==> config.mk <==
export PLATFORM = sky130hd
export DESIGN_NAME = iter_shift_ctrl
export DESIGN_NICKNAME = d
export VERILOG_FILES = /design/src/rtl/iter_shift_ctrl.sv
export SDC_FILE = /design/constraint.sdc
export NUM_CORES = 1
export LEC_CHECK = 0
export ABC_AREA = 1
export BUFFER_PORTS_ARGS = -buffer_cell sky130_fd_sc_hd__clkbuf_2
export CAP_MARGIN = 20
export CORE_UTILIZATION = 50
export CTS_BUF_LIST = sky130_fd_sc_hd__clkbuf_16
export DETAILED_ROUTE_END_ITERATION = 12
export PLACE_DENSITY = 0.77
export SLEW_MARGIN = 15
export SYNTH_ARGS = -nofsm -noshare
export SYNTH_HDL_FRONTEND = slang
export SYNTH_SLANG_ARGS = --single-unit
==> constraint.sdc <==
create_clock -name clk -period 2.1 [get_ports clk]
set_input_delay 0.42 -clock clk [delete_from_list [all_inputs] [get_ports clk]]
set_output_delay 0.42 -clock clk [all_outputs]
set_load 0.01 [all_outputs]
==> src/rtl/iter_shift_ctrl.sv <==
// Iterative SLL/SRL/SRA controller: one request at a time, shamt shift edges, done pulse.
// Optional FAST_SHIFT4_EN: shift by 4 per edge while the remaining count is >= 4.
module iter_shift_ctrl #(
    parameter  int N  = 32,
    localparam int SW = $clog2(N)
) (
    input  logic          clk,
    input  logic          rst_n,
    input  logic          start,
    input  logic          kill,
    input  logic [1:0]    op,
    input  logic [N-1:0]  data_in,
    input  logic [SW-1:0] shamt,
    output logic          ready,
    output logic          busy,
    output logic          done,
    output logic [N-1:0]  result
);

    typedef enum logic [1:0] {
        IDLE  = 2'd0,
        SHIFT = 2'd1,
        DONE  = 2'd2
    } state_t;

    localparam logic [1:0] OP_SLL = 2'b00;
    localparam logic [1:0] OP_SRA = 2'b11;

    state_t        state_q, state_d;
    logic [N-1:0]  sreg_q, sreg_d;
    logic [SW-1:0] cnt_q, cnt_d;
    logic [1:0]    op_q, op_d;
    logic          ready_q, ready_d;
    logic          busy_q, busy_d;
    logic          done_q, done_d;

    logic          accept;
    logic          fill;
    logic          big_step;
    logic [N-1:0]  sh1;
    logic [N-1:0]  sh4;

    // Fill bit is the sign only for SRA; SRL and the reserved code shift in zeros.
    always_comb begin
        fill = (op_q == OP_SRA) & sreg_q[N-1];
        sh1  = {fill, sreg_q[N-1:1]};
        sh4  = {{4{fill}}, sreg_q[N-1:4]};
        unique case (1'b1)
            (op_q == OP_SLL): begin
                sh1 = {sreg_q[N-2:0], 1'b0};
                sh4 = {sreg_q[N-5:0], 4'b0000};
            end
            default: begin
                sh1 = {fill, sreg_q[N-1:1]};
                sh4 = {{4{fill}}, sreg_q[N-1:4]};
            end
        endcase
    end

`ifdef FAST_SHIFT4_EN
    logic [SW:0] cnt_ext;
    always_comb begin
        cnt_ext  = {1'b0, cnt_q};
        big_step = (cnt_ext >= (SW+1)'(4));
    end
`else
    always_comb begin
        big_step = 1'b0;
    end
`endif

    // kill outranks start in every state, so a killed start is never accepted.
    assign accept = start & ~kill & (state_q != SHIFT);

    always_comb begin
        state_d = state_q;
        sreg_d  = sreg_q;
        cnt_d   = cnt_q;
        op_d    = op_q;
        unique case (state_q)
            IDLE, DONE: begin
                if (accept) begin
                    sreg_d  = data_in;
                    cnt_d   = shamt;
                    op_d    = op;
                    state_d = (shamt == '0) ? DONE : SHIFT;
                end else begin
                    state_d = IDLE;
                end
            end
            SHIFT: begin
                if (kill) begin
                    state_d = IDLE;
                end else if (big_step) begin
                    sreg_d  = sh4;
                    cnt_d   = cnt_q - SW'(4);
                    state_d = (cnt_q == SW'(4)) ? DONE : SHIFT;
                end else begin
                    sreg_d  = sh1;
                    cnt_d   = cnt_q - SW'(1);
                    state_d = (cnt_q == SW'(1)) ? DONE : SHIFT;
                end
            end
            default: begin
                state_d = IDLE;
            end
        endcase
    end

    always_comb begin
        ready_d = (state_d != SHIFT);
        busy_d  = (state_d == SHIFT);
        done_d  = (state_d == DONE);
    end

    always_ff @(posedge clk or negedge rst_n) begin
        if (!rst_n) begin
            state_q <= IDLE;
            sreg_q  <= '0;
            cnt_q   <= '0;
            op_q    <= 2'b00;
            ready_q <= 1'b1;
            busy_q  <= 1'b0;
            done_q  <= 1'b0;
        end else begin
            state_q <= state_d;
            sreg_q  <= sreg_d;
            cnt_q   <= cnt_d;
            op_q    <= op_d;
            ready_q <= ready_d;
            busy_q  <= busy_d;
            done_q  <= done_d;
        end
    end

    assign ready  = ready_q;
    assign busy   = busy_q;
    assign done   = done_q;
    assign result = sreg_q;

endmodule

==> results.md <==
- The maximum number of pins on one net before global-route repair is just over 50.
- Using the TritonRoute via totals, the vias-per-cell ratio works out to 4.90.
- TritonCTS built the clock tree.
- The count of placed standard cells including taps is 547.
- The cell area after synthesis is around 2700 µm².
- The power per cell area is 1190 nW/µm².
- In this run, distinct cell masters in the synthesized netlist total 21.
- The cell depth of the worst flop-to-flop path is 7.
- Measured on the finished design, the core utilization comes to 0.630.
- In this run the tool buffered the top-level ports with a little under 80 buffer cells.
- The final net count is 529.
- Summing all placed instances gives a cell area of 3100 µm².
- The global-route layer with the greatest usage is met2.
- The residual antenna-violating net count after detailed routing is 0.
- The global routing met3 resource utilization is 0.0469.
- The total routing usage reported by global routing is 0.249.
- The number of standard cells in the final layout excluding fillers is 555.
- The worst setup path category is reg2reg.
- The number of slew-limit violations in the final report came to 0.
- The die is 75.1 µm wide.
- The number of nets produced by synthesis is between 400 and 500.
- In the global route stage, met2 resource usage came out at 0.429.
- The worst hold margin is 0.121 ns.
- The worst slew margin relative to its limit is 0.612.
- Once layout is done, the placed cells without fillers occupy 3240 µm².
- The via count of the first global-routing pass was 2,434.
- The min-delay analysis places its worst path in the category in2async.
- Setup repair after global routing left no endpoint under its margin.
- The tree is rooted in a clkbuf_16.
- The cell count after synthesis came out at 413.
- The core box area is 5140 µm².
- The maximum operating frequency is 628 MHz.
- For the worst setup path, the data required time is roughly 2.3 ns.
- The met1 global-route usage is 0.317.
- STA puts the critical path data arrival time at ~1.8 ns.
- The floorplan step defined a die boundary enclosing ~5600 µm².
- The final count of negative-setup-slack endpoints is 0.
- The H-tree generated during clock tree synthesis spans 2 levels.
- The post-cts hold buffer count is 0.
- The routability-driven placement congestion ratio is 0.823.
- For the pin with the worst max-slew slack, the measured transition is 0.582 ns.
- The maximum clock skew at final layout is around 0.0062 ns.
- The routed layout has 2,719 vias.
- The category of the worst setup path capture point is a register.
- By area the synthesized netlist is led by dfrtp_1 (40%), nand2_1 (22%), nor2_1 (14%).
- The post-synthesis sequential area ratio is 0.412.
- The number of warnings printed during yosys synthesis is 0.
- After floorplanning, the core was divided into 26 placement rows.
- The number of antenna violations at the first check in global routing is 0.
- Measured along the y axis, the die boundary spans 75.1 µm.
- For this run, the detailed router's first-pass iteration total came to 4.
- Synthesis inferred between 40 and 50 register bits.
- The number of remaining DRC errors is 0.
- The sink count of the clock tree is 44.
- The post-CTS clock slew at the launch and capture registers of the worst setup and hold paths is 0.06 ns.
- Global routing finished with a remaining overflow of 0.
- A synthesized cell averages around 6.5 µm².
- STA classifies the critical path startpoint as a register.
- The fraction of final layout cells sized beyond drive strength 1 is 0.223.
- The time the final worst path needs with I/O delays and setup is 1.59 ns.
- The post-synthesis cell type with the largest combined area is dfrtp_1.
- The tool flagged a number of max-cap violations equal to 0.
- The total CTS buffers is 5.
- The number of buffers inserted to repair setup after CTS is 0.
- Dividing the detail-routed wire length by the instance count gives around 12 µm.
- After legalization and detailed placement, the total HPWL measured roughly 4.6 mm.
- The starting density of the core is 0.520.
- The first global-routing pass estimated roughly 11 mm of wire.
- Along the worst path, the maximum fanout reaches 25.
- The quantity of gates resized following cts is 0.
- The area share of the largest cell type after synthesis is 0.403.
- For the worst-skew pair, the clock arrives at the later sink with an insertion delay of between 0.2 and 0.3 ns.
- The synthesis-to-finish area growth is 21.2%.
- No sink is reached through more buffers than the 2 on the longest clock path.
- The run finished with clean final reports.
- In this run the static leakage power is 1.81 nW.
- The total detailed-routing wirelength is 6.58 mm.
- The setup TNS is 0 ns.
- The number of DRC markers after the initial detailed-route iteration is ~160.
- The final count of hold timing violations is 0.
- In the finished design, the share of the clock period the worst path needs comes to 0.759.
- The repair_antennas step left the layout with diodes totalling 0.
- The worst IR drop on VDD is 798 µV.
- The I/O pin total is 78.
==> area by class of cell <==
cell class / count / area (µm²)
fillers: 510 / 1900
flip-flops and latches: 44 / 1100
clock inverters: 3 / 11.3
well taps: 70 / 87.6
inverters: 31 / 116
multi-input cells: 318 / 1330
repair buffers: 84 / 463
clock buffers: 5 / 125
==> worst paths after layout <==
kind,from,end,slack [ns]
max,state_q[0],result[24],0.51
min in group clk,op[0],op_q[0],0.35
max reg2reg,state_q[0],result[24],0.51
min reg2reg,result[31],result[31],0.50
max in group asynchronous,rst_n,ready,1.36
min,rst_n,result[13],0.12
==> cell families after synthesis <==
family                   count (synthesis)  share of synthesized area
adder cells (fa/ha/maj)                  2                    0.00936
AO/OA/AOI/OAI                           13                     0.0243
XOR/XNOR                                 1                    0.00328
buffers and inverters                   51                     0.0913
AND/OR/NAND/NOR                        302                      0.459
flip-flops                              44                      0.412
==> synthesized netlist by cell type <==
library cell / instances
buf_6: 2
or2_2: 12
nand3_2: 1
dfrtp_1: 43
inv_1: 30
inv_2: 1
dfstp_2: 1
nand3_1: 32
a21oi_1: 1
buf_4: 6
o21ai_1: 1
nand2_1: 156
clkbuf_2: 1
xnor2_1: 1
nand2_4: 1
nand2_2: 1
nor2_1: 98
nor2_4: 1
o21ai_0: 11
buf_2: 11
ha_1: 2
==> routing by layer <==
layer	vias to the layer above	wire, µm
met5	-	0
met4	0	81
met3	9	369
met2	82	3130
met1	1242	3010
li1	1386	-
==> sequential cells by signal, indices dropped and copies added, names as in the netlist <==
register and count:
result 32, cnt_q 5, done 1, op_q 2, state_q 2, busy 1
ready 1
==> cells in the final DEF, fill, tap and decap left out, drive strengths merged <==
master | synthesis | routed
or2 | 12 | 12
nand3 | 33 | 33
inv | 31 | 33
dfrtp | 43 | 43
clkinv | 0 | 1
clkbuf | 1 | 82
buf | 19 | 7
xnor2 | 1 | 1
nand2 | 158 | 158
a21oi | 1 | 1
ha | 2 | 2
o21ai | 12 | 12
dfstp | 1 | 1
nor2 | 99 | 99
==> through the flow <==
step | power (mW) | setup slack, ns
4_1_cts | 3.87 | 0.500
5_1_grt | 4.20 | 0.346
2_1_floorplan | 2.55 | 0.923
3_5_place_dp | 3.12 | 0.496
6_report | 3.85 | 0.507
3_3_place_gp | 3.06 | 0.558
==> power by group <==
| group | internal (mW) | switching, mW |
|---|---|---|
| clock network | 0.428 | 0.318 |
| logic | 0.638 | 0.975 |
| registers | 1.16 | 0.330 |
| total | 2.23 | 1.62 |
==> critical path, stage by stage, from the launching register on <==
cell and delay, ns:
dfrtp_1 0.40, inv_1 0.09, nor2_4 0.42, buf_4 0.32, nand2_1 0.07, nor2_1 0.08, nor2_1 0.04, nor2_1 0.09
Power figures use the tool's default switching activity.
